[src/rtl/link_pkg.sv]
// link_pkg: link state encodings, failure cause codes and timer width shared by the link monitors
package link_pkg;
    localparam int TIMER_W = 24;
    typedef enum logic [1:0] {
        LS_DOWN = 2'd0,
        LS_QUAL = 2'd1,
        LS_UP   = 2'd2,
        LS_FAIL = 2'd3
    } link_state_e;
    typedef enum logic [1:0] {
        FC_NONE = 2'd0,
        FC_LOSS = 2'd1,
        FC_ACT  = 2'd2,
        FC_ERR  = 2'd3
    } fail_cause_e;
endpackage

[src/rtl/link_monitor_bit_sync_2ff.sv]
// bit_sync_2ff: two-flop synchroniser bringing an asynchronous level into the clk domain
module bit_sync_2ff #(
    parameter logic RST_VAL = 1'b0
) (
    input  logic clk,
    input  logic rst_n,
    input  logic d,
    output logic q
);
    logic meta_q, sync_q;
    // shift the raw level through two flops to settle metastability
    always_ff @(posedge clk) begin
        if (!rst_n) begin
            meta_q <= RST_VAL;
            sync_q <= RST_VAL;
        end else begin
            meta_q <= d;
            sync_q <= meta_q;
        end
    end
    assign q = sync_q;
endmodule

[src/rtl/link_monitor.sv]
// link_monitor: qualifies a raw PHY link into a debounced link_ok with failure detection and hold-down
module link_monitor #(
    parameter int unsigned QUAL_CYCLES = 1_000_000,
    parameter int unsigned ACT_TIMEOUT = 4_000_000,
    parameter int unsigned ERR_WINDOW  = 65_536,
    parameter int unsigned ERR_THRESH  = 8,
    parameter int unsigned HOLD_CYCLES = 4_000_000
) (
    input  logic       clk,
    input  logic       rst_n,
    input  logic       phy_link,
    input  logic       rx_activity,
    input  logic       rx_error,
    output logic       link_ok,
    output logic [1:0] link_state,
    output logic [1:0] fail_cause,
    output logic [7:0] flap_count
);
    import link_pkg::*;
    localparam logic [TIMER_W-1:0] QUAL_LAST = TIMER_W'(QUAL_CYCLES - 1);
    localparam logic [TIMER_W-1:0] ACT_LAST  = TIMER_W'(ACT_TIMEOUT - 1);
    localparam logic [TIMER_W-1:0] WIN_LAST  = TIMER_W'(ERR_WINDOW - 1);
    localparam logic [TIMER_W-1:0] HOLD_LAST = TIMER_W'(HOLD_CYCLES - 1);
    localparam logic [7:0]         ERR_LAST  = 8'(ERR_THRESH - 1);

    link_state_e        state_q, state_d;
    fail_cause_e        cause_q, cause_d;
    logic [TIMER_W-1:0] timer_q, timer_d, act_q, act_d, win_q, win_d;
    logic [7:0]         err_cnt_q, err_cnt_d, flap_q, flap_d;
    logic               link_ok_q, link_ok_d;
    logic               link_s, win_wrap, stay, in_up;
    logic [7:0]         err_prev;

    bit_sync_2ff #(.RST_VAL(1'b0)) u_sync (
        .clk   (clk),
        .rst_n (rst_n),
        .d     (phy_link),
        .q     (link_s)
    );

    // next state, failure cause, shared timer and UP-only activity/error counters
    always_comb begin
        state_d  = state_q;
        cause_d  = cause_q;
        win_wrap = win_q == WIN_LAST;
        err_prev = win_wrap ? 8'd0 : err_cnt_q;
        unique case (state_q)
            LS_DOWN: if (link_s) state_d = LS_QUAL;
            LS_QUAL: if (!link_s) state_d = LS_DOWN;
                     else if (timer_q == QUAL_LAST) state_d = LS_UP;
            LS_UP: begin
                if (!link_s) begin
                    state_d = LS_FAIL;
                    cause_d = FC_LOSS;
                end else if (act_q == ACT_LAST && !rx_activity) begin
                    state_d = LS_FAIL;
                    cause_d = FC_ACT;
                end else if (rx_error && err_prev == ERR_LAST) begin
                    state_d = LS_FAIL;
                    cause_d = FC_ERR;
                end
            end
            LS_FAIL: if (timer_q == HOLD_LAST) state_d = LS_DOWN;
        endcase
        stay      = state_d == state_q;
        in_up     = stay && state_q == LS_UP;
        timer_d   = (stay && (state_q == LS_QUAL || state_q == LS_FAIL)) ? timer_q + 1'b1 : '0;
        act_d     = (in_up && !rx_activity) ? act_q + 1'b1 : '0;
        win_d     = (in_up && !win_wrap) ? win_q + 1'b1 : '0;
        err_cnt_d = in_up ? err_prev + {7'd0, rx_error} : 8'd0;
        flap_d    = (state_q == LS_UP && state_d == LS_FAIL && flap_q != 8'hFF) ? flap_q + 1'b1 : flap_q;
        link_ok_d = state_d == LS_UP;
    end

    // register state, counters and outputs; reset aborts everything back to DOWN
    always_ff @(posedge clk) begin
        if (!rst_n) begin
            state_q   <= LS_DOWN;
            cause_q   <= FC_NONE;
            timer_q   <= '0;
            act_q     <= '0;
            win_q     <= '0;
            err_cnt_q <= '0;
            flap_q    <= '0;
            link_ok_q <= 1'b0;
        end else begin
            state_q   <= state_d;
            cause_q   <= cause_d;
            timer_q   <= timer_d;
            act_q     <= act_d;
            win_q     <= win_d;
            err_cnt_q <= err_cnt_d;
            flap_q    <= flap_d;
            link_ok_q <= link_ok_d;
        end
    end

    assign link_ok    = link_ok_q;
    assign link_state = state_q;
    assign fail_cause = cause_q;
    assign flap_count = flap_q;
endmodule

[config.mk]
export PLATFORM = sky130hd
export DESIGN_NAME = link_monitor
export DESIGN_NICKNAME = d
export VERILOG_FILES = /design/src/rtl/link_pkg.sv /design/src/rtl/link_monitor_bit_sync_2ff.sv /design/src/rtl/link_monitor.sv
export SDC_FILE = /design/constraint.sdc
export NUM_CORES = 1
export LEC_CHECK = 0
export BUFFER_PORTS_ARGS = -buffer_cell sky130_fd_sc_hd__buf_2
export CORE_UTILIZATION = 30
export DETAILED_ROUTE_END_ITERATION = 8
export SLEW_MARGIN = 20
export SYNTH_ARGS = -nofsm -noshare
export SYNTH_HDL_FRONTEND = slang
export SYNTH_SLANG_ARGS = --single-unit
export TNS_END_PERCENT = 100
[constraint.sdc]
create_clock -name clk -period 2.31 [get_ports clk]
set_input_delay 0.462 -clock clk [delete_from_list [all_inputs] [get_ports clk]]
set_output_delay 0.462 -clock clk [all_outputs]
set_load 0.02 [all_outputs]
# == Yosys cells after proc, flatten, opt, wreduce, memory -nomap -nowiden ==
# Cells that the tools add are included.
# totals
output_inout_bits,13
inputBits,5
ff_bits,95
wordCells,57
# classes
n_addsub,5
n_eq_ne,13
n_reduce_logical,17
mux,12
# ops
operator,n
adder 24 x 1 -> 24 bit (second input constant),3
== test 24 x 22 -> 1 bit (second input constant),2
== test 24 x 16 -> 1 bit (second input constant),1
== test 24 x 20 -> 1 bit (second input constant),1
two-way mux 2 bit,10
AND reduction 2 bit,5
adder 8 x 1 -> 8 bit,1
adder 8 x 1 -> 8 bit (second input constant),1
== test 2 bit (second input constant),4
== test 8 x 3 -> 1 bit (second input constant),1
logical AND 1 bit,8
two-way mux 8 bit,1
inequality test 8 bit (second input constant),1
case mux 2 bit (4 select lines),1
inequality test 3 bit (second input constant),1
== test 2 x 1 -> 1 bit (second input constant),1
== test 2 bit,1
zero test 1 bit,2
zero test 2 bit,1
logical OR 1 bit,1

# == Longest topological paths before layout ==
# Gate-level depths: netlist of run 1.
# depth
word_depth,12
depth_mapped,11
depth_no_buf,11

# == By module ==
# From an unflattened synthesis of run 1, not the netlist that was laid out.
# hier_totals
hier_cells,484
area_unflattened_um2,4182.8
# modules_own_cells
mod,n_inst,cells_per_inst,area_per_inst_um2
link_monitor,1,480,4130.2
bit_sync_2ff,1,4,52.6

# == Worst setup path before layout of run 1 ==
# Ideal clock, no wire load.
# synth_timing
kind,register -> register
startpoint,register win_q[0]
endpoint,register err_cnt_q[6]
period_less_slack_ns,2.310
path_buffers,0
arrival_time_ns,2.193
path_stages_with_launch,12
setup_slack_ns,0.000
cell_sequence,dfxtp_1 > ha_1 > nand4_1 > nor3_4 > nand3_1 > and2_1 > ha_1 > ha_1 > and3_1 > nand3_1 > xor2_1 > nor2_1
# synth_via
elab_chain_cells,11
elab_cells_between_ends,12
classes_between,add/sub: 1; eq/ne: 3; mux: 5; reduce/logical: 3
# synth_lines
element,line_no,rtl
start: declaration,link_monitor.sv:28,"logic [TIMER_W-1:0] timer_q, timer_d, act_q, act_d, win_q, win_d;"
start signal: assignment,link_monitor.sv:91,win_q <= win_d;
== test 24 x 16 -> 1 bit *,link_monitor.sv:45,win_wrap = win_q == WIN_LAST;
two-way mux 8 bit *,link_monitor.sv:46,err_prev = win_wrap ? 8'd0 : err_cnt_q;
== test 8 x 3 -> 1 bit,link_monitor.sv:58,end else if (rx_error && err_prev == ERR_LAST) begin
logical AND 1 bit,link_monitor.sv:58,
two-way mux 2 bit,link_monitor.sv:58,
two-way mux 2 bit,link_monitor.sv:55,end else if (act_q == ACT_LAST && !rx_activity) begin
two-way mux 2 bit,link_monitor.sv:52,if (!link_s) begin
case mux 2 bit (4 select lines),link_monitor.sv:47,unique case (state_q)
== test 2 bit,link_monitor.sv:65,stay = state_d == state_q;
logical AND 1 bit,link_monitor.sv:66,in_up = stay && state_q == LS_UP;
AND reduction 2 bit (no source line),n/a,
end signal: assignment,link_monitor.sv:92,err_cnt_q <= err_cnt_d;
end: declaration,link_monitor.sv:29,"logic [7:0] err_cnt_q, err_cnt_d, flap_q, flap_d;"
# Every way passes the cells marked *; elsewhere a longest branch is shown, timed or not.
# A chain may end at the register's enable or synchronous reset.

# == Final worst setup path of run 1 ==
# layout_timing
startpoint,register win_q[18]
endpoint,register err_cnt_q[6]
# Same word-level chain as after synthesis.

==> results by stage, run 1 <==
Status:
- The run finished with clean final reports.

Power and ir drop:
- The maximum resistive drop on vdd is 355 µV.
- The power density over the cells is 607 nW/µm².
- In this run the static leakage power is 1.70 nW.
- The completed layout was analyzed and its total power is 0.00309 W.

Worst setup path:
- At the worst endpoint, the arrival time is 2.40 ns.
- The launching instance or port of the critical path is win_q[18]$_SDFF_PN0_.
- The nature of the critical path startpoint is a flip-flop.
- The critical setup path kind is reg -> reg.
- Of all nets on the critical path, the largest fanout is 3.
- In this run the critical register-to-register path is launched from win_q[18]$_SDFF_PN0_.
- The worst setup path is captured at a flip-flop.
- The critical path data required time is 2.54 ns.

Layout:
- The final core area utilization is 36.3%.
- The number of filler instances in the final layout is 1399.
- The net count of the finished layout is 530.
- Relative to the synthesized area, the layout overhead comes to 16.4%.
- The final cell area excluding filler cells is 5100 µm².
- The number of antenna diodes in the final layout is 0.
- The area occupied by registers is 1900 µm².
- The fraction of final layout cells with drive strength greater than 1 is 18.1%.
- The multi-input combinational cells in the finished layout cover a total of 2350 µm².

Logic synthesis:
- The netlist area before placement is 4380 µm².
- Synthesis instantiated 48 different standard cells from the library.
- The instance count of the mapped netlist is 480.
- The synthesized design contains 0 enable-type register cells.
- Counting flops with an async set or reset pin after synthesis yields a share of 0%.
- The main flop type after synthesis is dfxtp_1.
- The post-synthesis sequential element count is 95.
- For this run, the number of Yosys warnings is 0.
- The average instance area after synthesis is 9.13 µm².
- The number of nets in the synthesized netlist is 491.
- The post-synthesis sequential area ratio is 43.4%.

Clocking:
- The clock tree root driver cell is clkbuf_16.
- The clock passes through at most 2 buffers.
- The clock transition at the registers of the reported paths is 0.06 ns.
- The number of clock buffers added by TritonCTS is 9.
- Hold repair after CTS inserted 0 buffers.
- TritonCTS built the clock tree.
- The number of sinks driven by the clock tree is 95.
- The clock latency of the later-clocked register in the worst-skew pair is 0.34 ns.
- In this run the number of H-tree levels came out at 3.

Placement:
- In this run the cell area measured after placement is 4800 µm².
- The post-placement setup slack is 0.0137 ns.
- Routability-driven placement finished with a final weighted congestion of 0.798.
- The final HPWL from detailed placement is 6120 µm.
- The number of input and output port buffers inserted is 17.

Drt:
- Dividing the detail-routed wire length by the instance count gives 11.8 µm.
- Dividing the detail-routed via count by the number of cells gives 4.69.
- The first TritonRoute pass finished after 4 iterations.
- The detailed router finished its first iteration with 187 violations.
- The final layout contains routed wiring with a total length of 8300 µm.
- The number of vias in the routed layout is 3305.
- Once detail routing completed, the nets flagged for antenna violations numbered 0.
- After detailed routing, the number of remaining DRC violations is 0.

STA:
- The worst pin sits at a relative slew slack of 66.7%.
- For this run, the top clock speed supported by timing is 461 MHz.
- The ratio of final minimum period to clock period is 93.8%.
- The worst setup slack after layout is 0.143 ns.
- The clock period minus final worst setup slack is 2.17 ns.
- The count of final hold-check violations is 0.
- The setup TNS is 0 ns.
- The measured slew at the worst slew-check pin is 0.495 ns.
- The final setup skew is 0.00743 ns.
- Setup repair after global routing left no endpoint under its margin.
- Setup violations remaining at the end of the flow were counted as 0.
- The count of pins over their slew limit is 0.

Die:
- The count of boundary I/O pins is 18.
- The floorplan step defined a die boundary enclosing 15100 µm².
- The core region is 14000 µm².
- The height of the chip is 123 µm.
- The horizontal extent of the die is 123 µm.
- The starting utilization of the core area is 31.2%.
- The initialized floorplan defines 43 standard-cell rows.

Flow run:
- The tool flagged a number of max-cap violations equal to 0.

Global route:
- The via count of the first global-routing pass is 3264.
- Summed over all layers, the global routing overflow is 0.
- The overall track demand over capacity in global routing is 12.1%.
- The initial antenna violation count is 0.
- The first global-routing pass estimated 14400 µm of wire.
- The maximum number of pins on one net before global-route repair is 25.

Worst hold path:
- The class of the most critical hold timing path is in -> reg.
- The startpoint identified for the worst hold timing path is phy_link.
-- layout make-up --
class                   count  share of cell area, %
multi-input cells         362                   46.1
clock buffers              14                   5.37
flip-flops and latches     95                   37.3
well taps                 180                   4.42
repair buffers             38                   5.50
inverters                  13                  0.957
clock inverters             2                  0.270
-- Yosys cell counts, types with 2 or more instances --
library cell   n  share of area (%)
a21oi_1        8               0.91
and2_1         9                1.3
and3_1        17                2.4
and4_1         3               0.60
buf_2          3               0.34
buf_6          3               0.77
clkbuf_1       2               0.17
dfxtp_1       95                 43
ha_1           6                1.7
inv_1         13                1.1
nand2_1       38                3.3
nand3_1       34                3.9
nand4_1       13                1.9
nand4b_1       2               0.40
nor2_1        80                6.9
nor2_2         2               0.29
nor2_4        19                4.9
nor2b_1        3               0.43
nor3_1         6               0.69
nor4_1         7                1.0
nor4b_1        2               0.40
nor4b_2        2               0.69
o21ai_0        4               0.46
o21ai_1        4               0.46
or2_2          3               0.43
or3_1          6               0.86
or4_1          3               0.51
or4_4          2               0.51
xnor2_1       35                7.0
xor2_1        38                7.6
-- registers in the layout, indices dropped and copies added, names as in the netlist, 2 cells and up --
register	cells
err_cnt_q	8
win_q	24
link_state	2
fail_cause	2
act_q	24
timer_q	24
flap_count	8
-- layout by cell type (no fill, tap or decap), types with 6 or more instances in the layout --
| cell | instances |
|---|---|
| buf_2 | 17 |
| xor2_1 | 38 |
| and3_1 | 16 |
| inv_1 | 13 |
| a21oi_1 | 8 |
| nand2_1 | 38 |
| and2_1 | 9 |
| or3_1 | 6 |
| nand4_1 | 13 |
| xnor2_1 | 35 |
| nor2_4 | 19 |
| dfxtp_1 | 93 |
| nor4_1 | 7 |
| nor3_1 | 6 |
| nand3_1 | 34 |
| clkbuf_16 | 9 |
| buf_4 | 18 |
| nor2_1 | 80 |
-- layer usage --
metal  wire length [µm]  up-vias  global-route usage [%]
met3                228       10                    3.53
met4                124        0                    4.57
met1               3920     1558                    14.1
met2               4020       23                    21.0
met5                  0        -                       0
li1                   -     1714                       -
-- path summary, 6_finish.rpt --
path | endpoint | slack, ns | cells past startpoint
worst min-delay path | u_sync.meta_q$_SDFF_PN0_ | 0.36 | 2
worst max register to register | err_cnt_q[6]$_SDFF_PN0_ | 0.14 | 10
worst max-delay path | err_cnt_q[6]$_SDFF_PN0_ | 0.14 | 10
worst min register to register | u_sync.q$_SDFF_PN0_ | 0.43 | 1
-- critical path, cell delays in order, from the launching register on --
cell     delay (ns)
dfxtp_2        0.33
or4_4          0.52
nor2_4         0.13
nand3_1        0.10
and2_1         0.15
ha_2           0.17
ha_2           0.18
and3_4         0.18
nand3_1        0.09
xor2_1         0.15
nor2_1         0.05
-- report_power, final --
group          internal, W  total [W]  switching (W)
Combinational    0.0000101  0.0000247      0.0000146
Sequential         0.00164    0.00164     0.00000274
Clock             0.000819    0.00143       0.000608
Total              0.00247    0.00309       0.000625
-- what timing repair did --
item,in CTS,in global routing
setup buffers,0,0
gates resized for setup,0,5
setup endpoints to repair,0,2
-- cell families (layout without fill, tap and decap cells) --
logic type / Yosys count / after routing / synth area share, %
xor+xnor: 73 / 73 / 14.6
simple gates: 259 / 259 / 33.4
fa+ha+maj: 6 / 6 / 1.71
compound gates: 23 / 23 / 3.48
flops: 95 / 95 / 43.4
mux: 1 / 1 / 0.228
buf+inv: 23 / 67 / 3.20
-- through the flow --
step / hold WS [ns] / std cells
global route: 0.355 / 704
detailed placement: 0.423 / 688
CTS: 0.356 / 704
finish: 0.359 / 704
global placement: 0.416 / 688
floorplan: 0.412 / 480
Note: power is estimated with default switching activity, not from simulation.
==> inputs of run 2 (changes only) <==
clock period = 2.1 ns   (was 2.31 ns; I/O delays follow)
==> run 2 against run 1 <==
Against the previous run: the flow now finishes with violations (negative setup slack); flip-flop and latch count stayed put; count of clock-buffer cells in the layout fell by 1; sequential power increased by 10%; clock skew about the same; fmax is 3.2% higher; largest power group unchanged; cell count increased by 3.3%.
==> results by stage, run 2 (synthesized netlist as in run 1, its figures left out) <==
Status:
- The run finished, with violations left.
- The checks that failed: negative setup slack.

Drt:
- The detailed-route wire length is 8720 µm.
- The detailed-routing iteration count for the pre-antenna-repair pass is 4.
- In the routed layout, each cell is associated on average with a via count of 4.68.
- The detailed router placed 3401 vias in this run.
- In the routed design, unresolved DRC markers number 0.
- In this run the remaining antenna-violating nets after routing total 0.
- In this run, the number of DRC markers left after iteration 0 of detailed routing was 136.
- The wire length per cell is 12.0 µm.

Layout:
- The commonest non-fill, non-tap cell in the layout is dfxtp_1.
- From synthesis to final layout, the design area changed by 24.0%.
- In the layout the commonest cells are 89 x dfxtp_1, 79 x nor2_1, 38 x nand2_1, 38 x xor2_1, 38 x buf_4.
- The largest registers in the layout are act_q x24, timer_q x24, win_q x24.
- The repair_antennas step left the layout with diodes totalling 0.
- After filler insertion, the fill cell instance count of the layout stands at 1370.
- The post-route netlist has 24.5% of its cells at a drive strength greater than 1.
- At the end of the flow, the number of nets in the layout was 553.

Power and ir drop:
- The design draws 0.00351 W.
- The maximum resistive drop on vdd is 312 µV.
- The power density over the cells is 646 nW/µm².
- In this run the static leakage power is 1.86 nW.

STA:
- The measured slew at the worst slew-check pin is 0.316 ns.
- For this run, the top clock speed supported by timing is 476 MHz.
- The clock period minus final worst setup slack is 2.10 ns.
- The relative max-transition margin is 78.7%.
- The count of final hold-check violations was 0.
- The setup-violating endpoint count in the final report is 1.
- The worst setup slack after layout is -0.000239 ns.
- The final setup skew is 0.00751 ns.
- The count of pins over their slew limit was 0.
- The ratio of final minimum period to clock period is 100%.
- Setup repair after global routing could not meet its margin everywhere.
- Across all hold checks on the routed design, the worst slack comes to 0.289 ns.

Clocking:
- The number of sinks driven by the clock tree is 95.
- Counting along the longest clock path gives a buffer depth of 2.
- The clock tree from TritonCTS is yes.
- Clock latency on the worst-skew pair, taken at its later pin, is 0.34 ns.
- After clock tree synthesis, the clock-pin slew on the worst setup and hold paths is 0.06 ns.
- The number of levels the H-tree was split into is 3.
- The tree is rooted in a clkbuf_16.
- The total clock buffers created by CTS is 9.

Die:
- For this configuration, the core starts out at a cell density of 31.2%.
- In this run the count of I/O pins placed on the die edge is 18.
- The die is 123 µm tall.
- The row count is 43.
- The floorplan step set the die width to 123 µm.
- The die covers 15100 µm².
- The total area inside the core boundary comes to 14000 µm².

Worst setup path:
- At the worst endpoint, the arrival time is 2.34 ns.
- The end of the worst register-to-register path is err_cnt_q[6]$_SDFF_PN0_.
- The critical setup path kind is reg -> reg.
- The worst register-to-register path has a setup slack of -0.0002 ns.
- Counting cells, the worst reg-to-reg path comes to 10.
- In this run the worst path has a maximum fanout of 4.
- The nature of the critical path startpoint is a flip-flop.
- The critical path capture point is err_cnt_q[6]$_SDFF_PN0_.
- The worst setup path is captured at a flip-flop.
- The most critical setup path has its startpoint at win_q[19]$_SDFF_PN0_.
- The critical path data required time is 2.34 ns.
- The startpoint of the lowest-slack register-to-register path is win_q[19]$_SDFF_PN0_.

Worst hold path:
- The worst hold path belongs to the class in -> reg.

Placement:
- The final HPWL from detailed placement is 6140 µm.
- The post-placement setup slack is -0.124 ns.
- At the end of routability-driven placement, the weighted congestion stood at 0.815.
- Buffers placed on the I/O ports in this run total 17.

Global route:
- The global-route wire length before repair is 14900 µm.
- Entering global routing, the biggest net connects 25 pins.
- The leftover overflow at the end of global routing is 0.
- The via count of the first global-routing pass was 3307.
- In the global route stage, overall resource usage came out at 12.4%.
- The initial antenna violation count is 0.

Flow run:
- The tool flagged a number of max-cap violations equal to 0.
-- run 2: cell types whose count changed in the layout (fill, tap and decap cells not counted), moves of 2 or more --
cell       previous run  this run
clkbuf_16             9        11
dfxtp_1              93        89
dfxtp_2               2         6
buf_4                18        38
ha_4                  0         3
ha_1                  4         2
nand3_2               0         2
nand3_1              34        32
-- run 2: metrics by stage --
stage	cells	util, %	area [µm²]	setup TNS, ns
finish	727	38.7	5440	-0.000239
global route	727	38.7	5440	-0.266
CTS	723	37.9	5320	-0.00580
detailed placement	707	35.6	5000	-0.213
global placement	707	35.6	5000	-0.0306
floorplan	480	-	4440	0
-- run 2: metal layers --
layer	track usage, %	routed length [µm]	vias to the layer above
met5	0	0	-
met4	5.18	102	0
met3	3.07	253	7
met2	20.2	4130	42
met1	15.6	4240	1609
li1	-	-	1743
-- run 2: worst min-delay path by stage --
stage / startpoint / endpoint / depth (start not counted)
after floorplan: u_sync.meta_q$_SDFF_PN0_ / u_sync.q$_SDFF_PN0_ / 1
after global placement: u_sync.meta_q$_SDFF_PN0_ / u_sync.q$_SDFF_PN0_ / 1
after detailed placement: u_sync.meta_q$_SDFF_PN0_ / u_sync.q$_SDFF_PN0_ / 1
after CTS: phy_link / u_sync.meta_q$_SDFF_PN0_ / 2
after global routing: phy_link / u_sync.meta_q$_SDFF_PN0_ / 2
final: phy_link / u_sync.meta_q$_SDFF_PN0_ / 2
-- run 2: repair_timing --
item / 4_1_cts / 5_1_grt
cloned: 0 / 2
endpoints found under the setup margin: 2 / 36
pin swaps: 1 / 6
resized for setup: 2 / 13
buffers inserted: 0 / 2
hold buffers: 0 / 0
-- run 2: area by class of cell --
| class | count | area (µm²) | share of cell area, % |
|---|---|---|---|
| clock inverter | 3 | 40.0 | 0.737 |
| multi-input combinational | 362 | 2450 | 45.1 |
| clock buffer | 13 | 270 | 4.97 |
| sequential | 95 | 1910 | 35.1 |
| inverter | 13 | 48.8 | 0.898 |
| timing repair buffer | 61 | 492 | 9.05 |
| tap | 180 | 225 | 4.14 |
-- run 2: power by group --
group	internal (W)	total (W)	leakage, nW	switching [W]
clock network	0.00102	0.00167	0.156	0.000656
registers	0.00180	0.00181	0.768	0.00000315
logic	0.0000127	0.0000301	0.937	0.0000174
total	0.00283	0.00351	1.86	0.000677
-- run 2: worst max-delay path, cell delays in order, from the launching register on --
cell     delay (ns)
dfxtp_2        0.32
or4_4          0.54
nor2_4         0.14
nand3_2        0.10
and2_4         0.16
ha_4           0.16
ha_4           0.15
and3_4         0.19
nand3_2        0.07
xor2_1         0.13
nor2_1         0.05
